[config.mk]
export PLATFORM = sky130hd
export DESIGN_NAME = blackjack_deal_sequencer_flat
export DESIGN_NICKNAME = d
export VERILOG_FILES = /design/src/rtl/blackjack_deal_sequencer_if.sv /design/src/rtl/blackjack_deal_sequencer.sv /design/src/flat_wrapper.sv
export SDC_FILE = /design/constraint.sdc
export NUM_CORES = 1
export LEC_CHECK = 0
export BUFFER_PORTS_ARGS = -buffer_cell sky130_fd_sc_hd__buf_2
export CAP_MARGIN = 20
export CORE_ASPECT_RATIO = 0.75
export CORE_MARGIN = 8
export CORE_UTILIZATION = 47
export DETAILED_ROUTE_END_ITERATION = 16
export GPL_TIMING_DRIVEN = 0
export HOLD_SLACK_MARGIN = 0.03
export PLACE_DENSITY = 0.68
export SYNTH_ARGS = -nofsm -noshare
export SYNTH_HDL_FRONTEND = slang
export SYNTH_SLANG_ARGS = --single-unit
[constraint.sdc]
create_clock -name clk_i -period 4.3 [get_ports clk_i]
set_input_delay 0.645 -clock clk_i [delete_from_list [all_inputs] [get_ports clk_i]]
set_output_delay 0.645 -clock clk_i [all_outputs]
set_load 0.03 [all_outputs]
[src/rtl/blackjack_deal_sequencer_if.sv]
// Card-source handshake: one request pulse from the sequencer, one valid-qualified card back.
interface blackjack_deal_sequencer_if;
    logic       card_req_o;
    logic       card_valid_i;
    logic [7:0] card_i;

    modport master (output card_req_o, input card_valid_i, input card_i);
    modport slave  (input card_req_o, output card_valid_i, output card_i);
endinterface

[src/rtl/blackjack_deal_sequencer.sv]
// Blackjack round controller: deals the opening hands, serves hit/stand, plays the dealer and resolves.
module blackjack_deal_sequencer #(
    parameter int DECK_SIZE    = 52,
    parameter int DEALER_STAND = 17,
    parameter int CARD_TIMEOUT = 15
) (
    input  logic                              clk_i,
    input  logic                              rst_i,
    input  logic                              start_i,
    input  logic                              hit_i,
    input  logic                              stand_i,
    blackjack_deal_sequencer_if.master        card_bus,
    output logic [7:0]                        player_card_o,
    output logic                              player_card_we_o,
    output logic [7:0]                        dealer_card_o,
    output logic                              dealer_card_we_o,
    output logic [4:0]                        player_total_o,
    output logic [4:0]                        dealer_total_o,
    output logic                              player_soft_o,
    output logic [5:0]                        cards_dealt_o,
    output logic [1:0]                        result_o,
    output logic                              done_o,
    output logic                              error_o
);

    localparam int              TW           = $clog2(CARD_TIMEOUT + 1);
    localparam logic [TW-1:0]   TIMEOUT_LAST = TW'(CARD_TIMEOUT - 1);
    localparam logic [5:0]      DECK_LAST    = 6'(DECK_SIZE);
    localparam logic [4:0]      STAND_TOTAL  = 5'(DEALER_STAND);

    typedef enum logic [2:0] {
        S_IDLE, S_REQ, S_WAIT, S_ROUTE, S_PLAYER, S_DEALER, S_RESOLVE, S_DONE
    } state_t;

    state_t        state, state_next;
    logic          target_dealer;
    logic [2:0]    deal_idx;
    logic [7:0]    card_q;
    logic [4:0]    player_hard, dealer_hard;
    logic          player_ace, dealer_ace;
    logic [7:0]    player_card_q, dealer_card_q;
    logic [5:0]    cards_dealt;
    logic [1:0]    result_q;
    logic          error_q;
    logic [TW-1:0] wait_cnt;

    logic start_round, set_error, latch_card, hit_go, draw_go;
    logic [4:0] player_best, dealer_best, route_hard, route_best;
    logic [4:0] route_player_best, route_dealer_best;
    logic       route_ace;

    function automatic logic [4:0] card_value(input logic [3:0] rank);
        return (rank >= 4'd10) ? 5'd10 : {1'b0, rank};
    endfunction

    function automatic logic [4:0] sat_add(input logic [4:0] a, input logic [4:0] b);
        logic [5:0] s;
        s = {1'b0, a} + {1'b0, b};
        return s[5] ? 5'd31 : s[4:0];
    endfunction

    // An Ace counts as 11 only while that keeps the hand at or below 21.
    function automatic logic [4:0] best_total(input logic [4:0] hard, input logic ace);
        return (ace && hard <= 5'd11) ? hard + 5'd10 : hard;
    endfunction

    assign player_best       = best_total(player_hard, player_ace);
    assign dealer_best       = best_total(dealer_hard, dealer_ace);
    assign route_hard        = sat_add(target_dealer ? dealer_hard : player_hard, card_value(card_q[3:0]));
    assign route_ace         = (target_dealer ? dealer_ace : player_ace) | (card_q[3:0] == 4'd1);
    assign route_best        = best_total(route_hard, route_ace);
    assign route_player_best = target_dealer ? player_best : route_best;
    assign route_dealer_best = target_dealer ? route_best : dealer_best;

    always_ff @(posedge clk_i) begin
        // NOTE: sequential state uses non-blocking assignments so every register samples pre-edge values.
        if (rst_i) state <= S_IDLE;
        else       state <= state_next;
    end

    always_comb begin
        // NOTE: every output of this block gets a default first, so no path can infer a latch.
        state_next  = state;
        start_round = 1'b0;
        set_error   = 1'b0;
        latch_card  = 1'b0;
        hit_go      = 1'b0;
        draw_go     = 1'b0;
        card_bus.card_req_o = 1'b0;
        case (state)
            S_IDLE, S_DONE: begin
                if (start_i && !error_q) begin
                    start_round = 1'b1;
                    state_next  = S_REQ;
                end
            end
            S_REQ: begin
                if (cards_dealt == DECK_LAST) begin
                    set_error  = 1'b1;
                    state_next = S_DONE;
                end else begin
                    card_bus.card_req_o = 1'b1;
                    state_next          = S_WAIT;
                end
            end
            S_WAIT: begin
                if (card_bus.card_valid_i) begin
                    latch_card = 1'b1;
                    state_next = S_ROUTE;
                end else if (wait_cnt == TIMEOUT_LAST) begin
                    set_error  = 1'b1;
                    state_next = S_DONE;
                end
            end
            S_ROUTE: begin
                if (deal_idx < 3'd3) begin
                    state_next = S_REQ;
                end else if (deal_idx == 3'd3) begin
                    state_next = (route_player_best == 5'd21 || route_dealer_best == 5'd21)
                                 ? S_RESOLVE : S_PLAYER;
                end else if (!target_dealer) begin
                    if (route_best > 5'd21)       state_next = S_RESOLVE;
                    else if (route_best == 5'd21) state_next = S_DEALER;
                    else                          state_next = S_PLAYER;
                end else begin
                    state_next = S_DEALER;
                end
            end
            S_PLAYER: begin
                if (stand_i) begin
                    state_next = S_DEALER;
                end else if (hit_i) begin
                    hit_go     = 1'b1;
                    state_next = S_REQ;
                end
            end
            S_DEALER: begin
                if (dealer_best < STAND_TOTAL) begin
                    draw_go    = 1'b1;
                    state_next = S_REQ;
                end else begin
                    state_next = S_RESOLVE;
                end
            end
            S_RESOLVE: state_next = S_DONE;
            default:   state_next = S_IDLE;
        endcase
    end

    always_ff @(posedge clk_i) begin
        if (rst_i) begin
            target_dealer <= 1'b0;
            deal_idx      <= '0;
            card_q        <= '0;
            player_hard   <= '0;
            dealer_hard   <= '0;
            player_ace    <= 1'b0;
            dealer_ace    <= 1'b0;
            player_card_q <= '0;
            dealer_card_q <= '0;
            cards_dealt   <= '0;
            result_q      <= '0;
            error_q       <= 1'b0;
            wait_cnt      <= '0;
        end else begin
            if (start_round) begin
                target_dealer <= 1'b0;
                deal_idx      <= '0;
                player_hard   <= '0;
                dealer_hard   <= '0;
                player_ace    <= 1'b0;
                dealer_ace    <= 1'b0;
                result_q      <= '0;
            end
            if (set_error) error_q <= 1'b1;
            if (state == S_REQ)  wait_cnt <= '0;
            if (state == S_WAIT) wait_cnt <= wait_cnt + 1'b1;
            if (latch_card) begin
                card_q      <= card_bus.card_i;
                cards_dealt <= cards_dealt + 6'd1;
            end
            if (state == S_ROUTE) begin
                if (target_dealer) begin
                    dealer_hard   <= route_hard;
                    dealer_ace    <= route_ace;
                    dealer_card_q <= card_q;
                end else begin
                    player_hard   <= route_hard;
                    player_ace    <= route_ace;
                    player_card_q <= card_q;
                end
                // Opening deal alternates player, dealer, player, dealer.
                if (deal_idx < 3'd4) begin
                    deal_idx      <= deal_idx + 3'd1;
                    target_dealer <= ~deal_idx[0];
                end
            end
            if (hit_go)  target_dealer <= 1'b0;
            if (draw_go) target_dealer <= 1'b1;
            if (state == S_RESOLVE) begin
                if (player_best > 5'd21)          result_q <= 2'b10;
                else if (dealer_best > 5'd21)     result_q <= 2'b01;
                else if (player_best > dealer_best) result_q <= 2'b01;
                else if (dealer_best > player_best) result_q <= 2'b10;
                else                              result_q <= 2'b11;
            end
        end
    end

    assign player_card_o    = player_card_q;
    assign dealer_card_o    = dealer_card_q;
    assign player_card_we_o = (state == S_ROUTE) && !target_dealer;
    assign dealer_card_we_o = (state == S_ROUTE) && target_dealer;
    assign player_total_o   = player_best;
    assign dealer_total_o   = dealer_best;
    assign player_soft_o    = player_ace && (player_hard <= 5'd11);
    assign cards_dealt_o    = cards_dealt;
    assign result_o         = result_q;
    assign done_o           = (state == S_DONE);
    assign error_o          = error_q;

endmodule
[src/flat_wrapper.sv]
// flat-port wrapper written by rule: the top's interface ports become plain ports
module blackjack_deal_sequencer_flat 
#(
    parameter int DECK_SIZE    = 52,
    parameter int DEALER_STAND = 17,
    parameter int CARD_TIMEOUT = 15
)
  (clk_i, rst_i, start_i, hit_i, stand_i, player_card_o, player_card_we_o, dealer_card_o, dealer_card_we_o, player_total_o, dealer_total_o, player_soft_o, cards_dealt_o, result_o, done_o, error_o, card_bus_card_req_o, card_bus_card_valid_i, card_bus_card_i);
  blackjack_deal_sequencer_if card_bus_i ();
  input  logic clk_i;
  input  logic rst_i;
  input  logic start_i;
  input  logic hit_i;
  input  logic stand_i;
  output logic [7:0] player_card_o;
  output logic player_card_we_o;
  output logic [7:0] dealer_card_o;
  output logic dealer_card_we_o;
  output logic [4:0] player_total_o;
  output logic [4:0] dealer_total_o;
  output logic player_soft_o;
  output logic [5:0] cards_dealt_o;
  output logic [1:0] result_o;
  output logic done_o;
  output logic error_o;
  output wire logic [$bits(card_bus_i.card_req_o)-1:0] card_bus_card_req_o;
  input wire logic [$bits(card_bus_i.card_valid_i)-1:0] card_bus_card_valid_i;
  input wire logic [$bits(card_bus_i.card_i)-1:0] card_bus_card_i;
  assign card_bus_card_req_o = card_bus_i.card_req_o;
  assign card_bus_i.card_valid_i = card_bus_card_valid_i;
  assign card_bus_i.card_i = card_bus_card_i;
  blackjack_deal_sequencer #(.DECK_SIZE(DECK_SIZE), .DEALER_STAND(DEALER_STAND), .CARD_TIMEOUT(CARD_TIMEOUT)) u_core (.clk_i(clk_i), .rst_i(rst_i), .start_i(start_i), .hit_i(hit_i), .stand_i(stand_i), .card_bus(card_bus_i), .player_card_o(player_card_o), .player_card_we_o(player_card_we_o), .dealer_card_o(dealer_card_o), .dealer_card_we_o(dealer_card_we_o), .player_total_o(player_total_o), .dealer_total_o(dealer_total_o), .player_soft_o(player_soft_o), .cards_dealt_o(cards_dealt_o), .result_o(result_o), .done_o(done_o), .error_o(error_o));
endmodule
-- Word-level counts from Yosys, hierarchy flattened
Index checks and enable logic that the tools add are counted.
- input port bits: 14
- memories kept: 0
- ROM bits: 0
- output and inout bits: 40
- word-level logic and storage cells: 135
- flip-flop bits (word level): 56
- RAM bits: 0
- latch bits: 0
- equal/unequal tests: 17
- bitwise logic cells: 3
- $lt $le $gt $ge: 12
- shifts and indexed selects: 0
- reduce and logical (&&, ||, !) cells: 16
- divide/modulo/power cells: 0
- mux-type cells: 66
- add/sub/neg operators: 7
- multipliers: 0
- operators by type and width (kind ; count):
    $mux 5 ; 13
    $mux 3 ; 14
    $mux 1 ; 28
    $pmux 3 s7 ; 1
    $add 5x4->5 const B ; 3
    $eq 5x5->1 const B ; 3
    $gt 5x5->1 const B ; 3
    $le 5x4->1 const B ; 3
    $eq 3x3->1 const B ; 4
    $mux 2 ; 6
    $mux 4 ; 3
    $gt 5x5->1 ; 2
    $eq 3x2->1 const B ; 3
    $add 5x5->6 ; 1
    $add 6x1->6 const B ; 1
    $eq 6x6->1 const B ; 1
    $logic_and 1x1->1 ; 6
    $lt 5x5->1 const B ; 1
    $add 4x1->4 const B ; 1
    $eq 4x1->1 const B ; 1
    $eq 4x4->1 const B ; 1
    $ge 4x4->1 const B ; 1
    $reduce_and 2->1 ; 2
    $reduce_bool 2->1 ; 2
    other kinds (15) ; 17

-- Longest topological paths before layout
Gate-level depths: netlist of run 1.
- word-level depth: 14
- gate-level depth with buffers: 18
- depth with buffers taken out: 16

-- Worst setup path after synthesis of run 1
OpenSTA, ideal clock, no wires.
- path type: register to register
- start point: reg u_core.target_dealer
- end point: reg u_core.state[1]
- stages on the path, launching flop included: 17
- slack: 0.648 ns
- buffers on the path: 2
- arrival: 3.561 ns
- data required time: 4.209 ns
- setup time: 0.091 ns
- period minus slack after synthesis: 3.652 ns
- cells stage by stage: dfxtp_1 buf_6 clkbuf_1 mux2_2 ha_1 a211oi_1 o21bai_1 a21oi_1 inv_1 ha_1 nand3b_1 a21oi_1 a221oi_4 and4_1 a311oi_1 o311a_1 a311oi_1
- longest elaborated chain between the ends: 13
- elaborated cells on any way between the ends: 21
- those cells by class: add/sub (2); order compare (2); eq/ne (2); mux (12); bitwise (1); reduce/logical (2)
- ends and longest elaborated chain (what ; RTL line ; RTL):
    start, declared ; blackjack_deal_sequencer.sv:36 ; logic target_dealer;
    start signal, assigned ; blackjack_deal_sequencer.sv:195 ; target_dealer <= ~deal_idx[0];
    parallel branches: the longest is 10 deep, another holds $add 5x5->6 ; n/a ;
    $mux 3 (*) ; blackjack_deal_sequencer.sv:118 ; end else if (deal_idx == 3'd3) begin
    $mux 3 (*) ; blackjack_deal_sequencer.sv:116 ; if (deal_idx < 3'd3) begin
    $pmux 3 s7 (*) ; blackjack_deal_sequencer.sv:90 ; case (state)
    end signal, assigned ; blackjack_deal_sequencer.sv:78 ; else state <= state_next;
    end, declared ; blackjack_deal_sequencer.sv:35 ; state_t state, state_next;
Every way passes the cells marked *.
A chain may end at the register's enable or synchronous reset.

-- Worst setup path after layout of run 1
Ends and elaborated chain as after synthesis.

==> summary by stage, run 1 <==
Detailed routing
The total DRC errors in the routed layout is 0. The overall routed net length is 9600 µm. The number of vias after detailed routing is 3431. Dividing the detail-routed wire length by the instance count gives 15.6 µm. The post-detailed-route count of antenna-violating nets is 0. The via density per instance is 5.57.

The iteration count of the initial detailed-routing pass is 5. After the first detailed-routing iteration, the DRC count stood at 250.

Logic synthesis
The most used flip-flop cell after synthesis is sky130_fd_sc_hd__dfxtp_1. Of all flip-flops after synthesis, the portion carrying an async set or reset was 0. The number of flops mapped to enable cells by yosys is 0.

The number of nets produced by synthesis is 490. The post-synthesis instance total is 455. The post-synthesis instance area is 3500 µm².

The netlist uses 68 different library cells. For this run, the register share of the synthesized area comes to 0.320. Each instance of the synthesized netlist takes up on average 7.70 µm². The yosys synthesis warning count is 0. The flip-flop and latch count after synthesis is 56.

Final layout
The proportion of layout cells with a drive suffix above 1 is 0.169. Compared with the post-synthesis result, the final layout area differs by 13.6%. For this run, the share of the core covered by cells in the final layout is 0.546. The number of inserted diodes is 0. The net total in the final layout is 549. The count of fill cells added during filler insertion is 744. The post-route cell area is 3980 µm².

Setup path
The kind of capture point of the worst setup path is a register. Among cell families on the critical path, the largest total delay comes from compound AO/OA/AOI/OAI gates. STA puts the critical path data arrival time at 4070 ps. The largest driver fanout on the critical path is 15.

The critical path goes through buf_6 > mux2_2 > ha_1 > a211oi_1 > o21bai_1 > a21oi_2 > inv_1 > ha_1 > nand3b_1 > a21oi_1 > a221oi_4 > nand3_1 > mux2i_1 > nand4_1 > a311oi_1. STA classifies the critical path startpoint as a register. The maximum single-stage delay on the critical path is 400 ps.

STA puts the critical path data required time at 4520 ps. By startpoint and endpoint, the worst setup path is classified as register to register. The cell that appears most often on the critical path is sky130_fd_sc_hd__ha_1. The critical path contains buffers and inverters numbering 2 combined.

The cell type of the slowest stage on the worst timing path is sky130_fd_sc_hd__mux2_2.

Global routing
The via count of the first global-routing pass is 3262. The total congestion overflow is 0. The wire length of the first global-routing pass is 15900 µm. In this run the most used layer during global routing was met2. The met1 routing resource usage after global routing is 0.261. In the global route stage, met2 resource usage came out at 0.281. In the global route stage, overall resource usage came out at 0.185. The met3 track utilization from global routing is 0.0354.

The number of antenna violations at the first check in global routing is 0. The pin count of the biggest net entering global routing is 18.

Timing
Headroom to the max-slew limit came out at 0.560. The number of max-slew violations in the final report is 0. The number of failing setup endpoints in the final timing report is 0. Based on the critical path, the design can be clocked at up to 260 MHz. The slew of the pin with the lowest slew margin is 655 ps. Setup repair after global routing left no endpoint under its margin.

Clock skew on the completed layout was measured at 17.6 ps. In the finished design, the share of the clock period the worst path needs comes to 0.894. The final hold violation count is 0. The tightest hold path in the finished design has a slack of 463 ps.

Subtracting the final worst setup slack from the clock period gives 3840 ps. Summed over all failing endpoints, the final setup total negative slack is 0 ps.

Clocking
The later pin in the worst-skew pair is clocked with a latency of 310 ps. TritonCTS built the clock tree. The number of clock buffers inserted by TritonCTS is 5.

The clock sink total is 56. The clock tree buffer depth is 2. In this run the number of H-tree levels came out at 2. The root buffer selected by CTS is sky130_fd_sc_hd__clkbuf_8. After clock tree synthesis, the clock-pin slew on the worst setup and hold paths is 110 ps.

Power
The internal power of the cells is 674 µW. Of the total power, the share spent switching nets is 0.273. The part of the power in the clock network is 0.317. The part of the power in combinational logic is 0.112. For this design the ratio of total power to cell area is 233 nW/µm². In this run the static leakage power is 0.00170 µW. The part of the total power dissipated in sequential elements is 0.570. The worst ir drop on vdd is 0.123 mV. The net switching power of the design is 253 µW.

Placed design
The routability congestion estimate from global placement is 0.883. Once placement finished, the instance area stood at 3900 µm². The placed wire-length estimate after detailed placement is 7380 µm. Input and output buffers added on the ports amount to 53.

Die
The die boundary height is 90.8 µm. 54 I/O pins were placed. The die is 116 µm wide. The core footprint is 7300 µm².

The initial utilization of the core area, before any placement, comes to 0.480. The standard-cell row count is 27. The die covers 10500 µm².

Job
The tool flagged a number of max-cap violations equal to 0.

Status
The run finished with clean final reports.

Hold path
The type of the most critical hold path is register to register.
==> synthesized netlist by cell type (all sizes together) (5+ instances only) <==
cell	number	area share
nand2	79	0.085
and2	7	0.014
buf	6	0.012
a21oi	47	0.068
a31oi	12	0.026
inv	24	0.026
nand3	11	0.016
xor2	5	0.012
ha	20	0.071
nand4	5	0.0089
a21o	5	0.011
dfxtp	56	0.32
a311oi	5	0.014
clkbuf	16	0.017
nor2	48	0.051
and3	5	0.0089
a211oi	5	0.014
o21ai	19	0.027
nor3	8	0.011
==> path summary, 6_finish.rpt <==
kind	start	endpoint	slack, ps	depth (start not counted)
worst max-delay path	u_core.target_dealer	u_core.state[1]	460	15
worst min register to register	u_core.player_card_o[3]	u_core.player_card_o[3]	460	2
worst max register to register	u_core.target_dealer	u_core.state[1]	460	15
worst min-delay path	u_core.player_card_o[3]	u_core.player_card_o[3]	460	2
==> power groups by stage <==
stage | registers (µW) | clock network (µW) | logic [µW]
after floorplan | 540 | 0 | 70.3
after global placement | 541 | 0 | 100
after detailed placement | 541 | 0 | 102
after CTS | 529 | 300 | 102
after global routing | 530 | 325 | 113
final | 529 | 294 | 104
==> what timing repair did <==
item | 4_1_cts | 5_1_grt
endpoints found under the setup margin | 0 | 2
endpoints found under the hold margin | 0 | 0
gates resized for setup | 0 | 1
buffers inserted | 0 | 0
hold buffers | 0 | 0
==> tightest hold or removal path, stage by stage, from the launching register on <==
cell                      delay [ps]
sky130_fd_sc_hd__dfxtp_1         330
sky130_fd_sc_hd__nand2_1          50
sky130_fd_sc_hd__a21oi_1          50
==> kinds of logic after synthesis <==
| logic type | share of synthesized area |
|---|---|
| mux | 0.0253 |
| compound gates | 0.245 |
| simple gates | 0.258 |
| flops | 0.320 |
| fa+ha+maj | 0.0771 |
| xor+xnor | 0.0200 |
| buf+inv | 0.0546 |
==> registers in the layout, summed over array words and instances (netlist names) <==
signal	count
u_core.dealer_ace	1
u_core.cards_dealt_o	6
u_core.state	3
u_core.error_o	1
u_core.player_card_o	8
u_core.dealer_card_o	8
u_core.player_ace	1
u_core.deal_idx	3
u_core.target_dealer	1
u_core.wait_cnt	4
u_core.player_hard	5
u_core.result_o	2
u_core.card_q	8
u_core.dealer_hard	5
==> stage by stage <==
stage          std cells  worst slack [ps]  total power (µW)
6_report             616               456               927
5_1_grt              616               115               968
4_1_cts              617              71.7               931
3_5_place_dp         609               129               642
3_3_place_gp         609               123               641
2_1_floorplan        455               648               610
==> per-layer routing <==
metal / routed length, µm / share of wire
met1: 4780 / 0.50
met2: 4050 / 0.42
met3: 696 / 0.073
met4: 71 / 0.0074
met5: 0 / 0
==> layout make-up <==
class / instances / area, µm² / area share
Timing Repair Buffer: 53 / 265 / 0.0666
Tap cell: 101 / 126 / 0.0317
Sequential cell: 56 / 1120 / 0.281
Clock buffer: 6 / 72.6 / 0.0182
Inverter: 24 / 90.1 / 0.0226
Buffer: 21 / 97.6 / 0.0245
Clock inverter: 2 / 13.8 / 0.00346
Multi-Input combinational cell: 353 / 2200 / 0.551
==> cell usage in the layout, fill, tap and decap left out, types with 4 or more instances in the layout <==
cell                       count
sky130_fd_sc_hd__nand4_1       5
sky130_fd_sc_hd__dfxtp_1      56
sky130_fd_sc_hd__buf_2        56
sky130_fd_sc_hd__o211ai_1      4
sky130_fd_sc_hd__or3_1         4
sky130_fd_sc_hd__nor2_1       48
sky130_fd_sc_hd__clkbuf_8      5
sky130_fd_sc_hd__a21oi_1      45
sky130_fd_sc_hd__o21ai_0      12
sky130_fd_sc_hd__inv_1        23
sky130_fd_sc_hd__nor2b_1       4
sky130_fd_sc_hd__nand2_1      79
sky130_fd_sc_hd__and3_1        5
sky130_fd_sc_hd__a31oi_1      11
sky130_fd_sc_hd__and2_1        5
sky130_fd_sc_hd__a311oi_1      4
sky130_fd_sc_hd__xor2_1        5
sky130_fd_sc_hd__ha_1         20
sky130_fd_sc_hd__mux2i_1       4
sky130_fd_sc_hd__nand3_1      11
sky130_fd_sc_hd__o21ai_1       7
sky130_fd_sc_hd__a21o_1        5
sky130_fd_sc_hd__nand3b_1      4
sky130_fd_sc_hd__clkbuf_1     16
sky130_fd_sc_hd__nor3_1        8
Note: power is estimated with default switching activity, not from simulation.
==> inputs of run 2 (changes only) <==
--- a/config.mk
+++ b/config.mk
@@ -10,10 +10,12 @@
 export CORE_ASPECT_RATIO = 0.75
 export CORE_MARGIN = 8
 export CORE_UTILIZATION = 47
+export CTS_BUF_LIST = sky130_fd_sc_hd__clkbuf_16
 export DETAILED_ROUTE_END_ITERATION = 16
 export GPL_TIMING_DRIVEN = 0
 export HOLD_SLACK_MARGIN = 0.03
-export PLACE_DENSITY = 0.68
+export PLACE_DENSITY_LB_ADDON = 0.3
+export SLEW_MARGIN = 20
 export SYNTH_ARGS = -nofsm -noshare
 export SYNTH_HDL_FRONTEND = slang
 export SYNTH_SLANG_ARGS = --single-unit
==> run 2 against run 1 <==
Effect of this change: cell count did not move; worst setup slack got worse by 20 ps; flip-flop and latch count did not move; routed wire length fell by 0.43%; critical path depth did not move; sequential power barely moved; highest routed layer unchanged; clock skew fell by 12 ps; largest cell class unchanged; sequential share of layout area fell by 0.59 points; first-iteration DRC count fell by 9.6%; cell area rose by 2.1%; non-clock buffer count did not move.
==> summary by stage, run 2 (synthesis results as in run 1) <==
Power
The worst ir drop on vdd is 0.230 mV. The areal power density over the cells is 273 nW/µm². Summed over all cells, the static leakage comes to 0.00174 µW. After layout, the design draws a total of 1110 µW.

Timing
In the final timing run, aggregate negative setup slack is 0 ps. Setup repair after global routing left no endpoint under its margin. For the pin with the worst max-slew slack, the measured transition is 669 ps.

Across all hold checks on the routed design, the worst slack comes to 459 ps. Based on the critical path, the design can be clocked at up to 259 MHz. The number of failing setup endpoints in the final timing report is 0.

Clock skew on the completed layout was measured at 5.91 ps. The worst slew margin relative to its limit is 0.551. The number of max-slew violations in the final report is 0. For the finished layout, the period the worst path requires is 3860 ps. The final hold violation count came to 0. Of the available clock period, the critical path in the final layout requires 0.899.

Final layout
The repair_antennas step left the layout with diodes totalling 0. The top cell types in the final layout, fill and taps aside, are sky130_fd_sc_hd__nand2_1, sky130_fd_sc_hd__buf_2, sky130_fd_sc_hd__dfxtp_1, sky130_fd_sc_hd__nor2_1, sky130_fd_sc_hd__a21oi_1. The layout has 734 filler cells. The end-of-flow core utilization is 0.557. The footprint of the flip-flops and latches is 1120 µm². The net total in the final layout is 549. The area overhead of the layout relative to synthesis is 16.1%.

Summing all multi-input logic gate instances after layout gives 2200 µm². The commonest non-fill, non-tap cell in the layout is sky130_fd_sc_hd__nand2_1. Of the cells placed in the final design, the portion with a size suffix greater than 1 is 0.171.

Placed design
The placed wire-length estimate after detailed placement is 7290 µm. The routability congestion estimate from global placement is 0.887. In this run the tool buffered the top-level ports with 53 buffer cells.

Clocking
TritonCTS built the clock tree. CTS placed an instance of sky130_fd_sc_hd__clkbuf_16 at the clock tree root. The clock tree buffer depth is 2. Clock tree synthesis inserted a total of 5 buffers. The tree built by TritonCTS fans out to 56 sinks. The H-tree was split into 2 levels.

The clock-pin slew of the registers on the worst-case setup and hold paths is 80 ps. The clock latency of the later-clocked register in the worst-skew pair is 300 ps. The number of buffers inserted to repair setup after CTS is 0.

Detailed routing
The post-detailed-route count of antenna-violating nets is 0. Summed over all layers, the routed wires come to 9550 µm. In the routed layout, each cell is associated on average with a via count of 5.59.

The average wire per standard cell is 15.5 µm. The final route contains 3442 vias. The iteration count of the initial detailed-routing pass is 5. The total DRC errors in the routed layout is 0. The number of DRC violations after detailed-routing iteration 0 is 226.

Global routing
After global routing the overflow that remains totals 0. The global routing usage summed across all routing layers is 0.179. The pin count of the biggest net entering global routing is 19. The via count of the first global-routing pass is 3086. The first global-routing pass estimated 15400 µm of wire. The number of antenna violations at the first check in global routing was 0.

Setup path
The worst setup path is captured at a register. The data arrival time of the worst path is 4070 ps. The required time of the critical path is 4510 ps. The kind of critical path is register to register.

The worst setup path is launched from a register. The largest driver fanout on the critical path is 15.

Die
The core footprint is 7300 µm². The standard-cell row count is 27. The die covers 10500 µm². Pin placement for this block handled 54 I/O pins.

The die extent in x is 116 µm. The die is 90.8 µm tall. The effective utilization at floorplan is 0.480.

Status
The run finished with clean final reports.

Job
The tool flagged a number of max-cap violations equal to 0.

Hold path
The type of the most critical hold path is register to register.
-- run 2: changes by cell type in the layout (fill, tap and decap cells not counted) --
cell | previous run | this run
sky130_fd_sc_hd__bufinv_16 | 0 | 1
sky130_fd_sc_hd__clkbuf_1 | 16 | 15
sky130_fd_sc_hd__clkbuf_16 | 0 | 5
sky130_fd_sc_hd__clkbuf_8 | 5 | 0
sky130_fd_sc_hd__inv_6 | 1 | 0
sky130_fd_sc_hd__inv_8 | 0 | 1
-- run 2: worst max-delay path: stages, from the launching register on --
cell and delay [ps]:
sky130_fd_sc_hd__dfxtp_1 340, sky130_fd_sc_hd__buf_6 180, sky130_fd_sc_hd__mux2_2 400, sky130_fd_sc_hd__ha_1 320
sky130_fd_sc_hd__a211oi_1 330, sky130_fd_sc_hd__o21bai_1 190, sky130_fd_sc_hd__a21oi_2 280, sky130_fd_sc_hd__inv_1 100
sky130_fd_sc_hd__ha_1 190, sky130_fd_sc_hd__nand3b_1 100, sky130_fd_sc_hd__a21oi_1 110, sky130_fd_sc_hd__a221oi_4 340
sky130_fd_sc_hd__a21boi_1 110, sky130_fd_sc_hd__a311oi_1 360, sky130_fd_sc_hd__nand4_1 150, sky130_fd_sc_hd__a311oi_1 260
-- run 2: timing repair --
| action | 4_1_cts | 5_1_grt |
|---|---|---|
| resized for setup | 1 | 0 |
| hold endpoints to repair | 0 | 0 |
| hold buffers | 0 | 0 |
| setup endpoints to repair | 1 | 2 |
| gates cloned | 0 | 0 |
-- run 2: worst paths after layout --
kind	cells after the start	from	slack, ps	endpoint
worst max-delay path	15	u_core.target_dealer	440	u_core.state[1]
worst min-delay path	2	u_core.dealer_card_o[2]	460	u_core.dealer_card_o[2]
worst max register to register	15	u_core.target_dealer	440	u_core.state[1]
worst min register to register	2	u_core.dealer_card_o[2]	460	u_core.dealer_card_o[2]
-- run 2: per-stage QoR --
| step | instance area (µm²) | std cells | setup WS (ps) |
|---|---|---|---|
| after floorplan | 3500 | 455 | 648 |
| final | 4070 | 616 | 436 |
| after CTS | 4070 | 617 | 103 |
| after global placement | 3900 | 609 | 62.9 |
| after detailed placement | 3900 | 609 | 17.9 |
| after global routing | 4070 | 616 | 150 |
-- run 2: power breakdown --
part / total [µW] / internal, µW / switching (µW)
Sequential: 528 / 523 / 5.17
Clock: 478 / 278 / 199
Combinational: 104 / 33.6 / 69.9
-- run 2: routing by layer --
metal / track usage / wire length [µm]
met1: 0.251 / 4630
met2: 0.271 / 4110
met3: 0.0448 / 738
met4: 0.0291 / 67
met5: 0 / 0
-- run 2: layout make-up --
type,instances,share of cell area
inverters,24,0.0221
clock inverters,3,0.0114
repair buffers,53,0.0652
flip-flops and latches,56,0.276
clock buffers,5,0.0308
plain buffers,21,0.0240
multi-input cells,353,0.540
well taps,101,0.0311
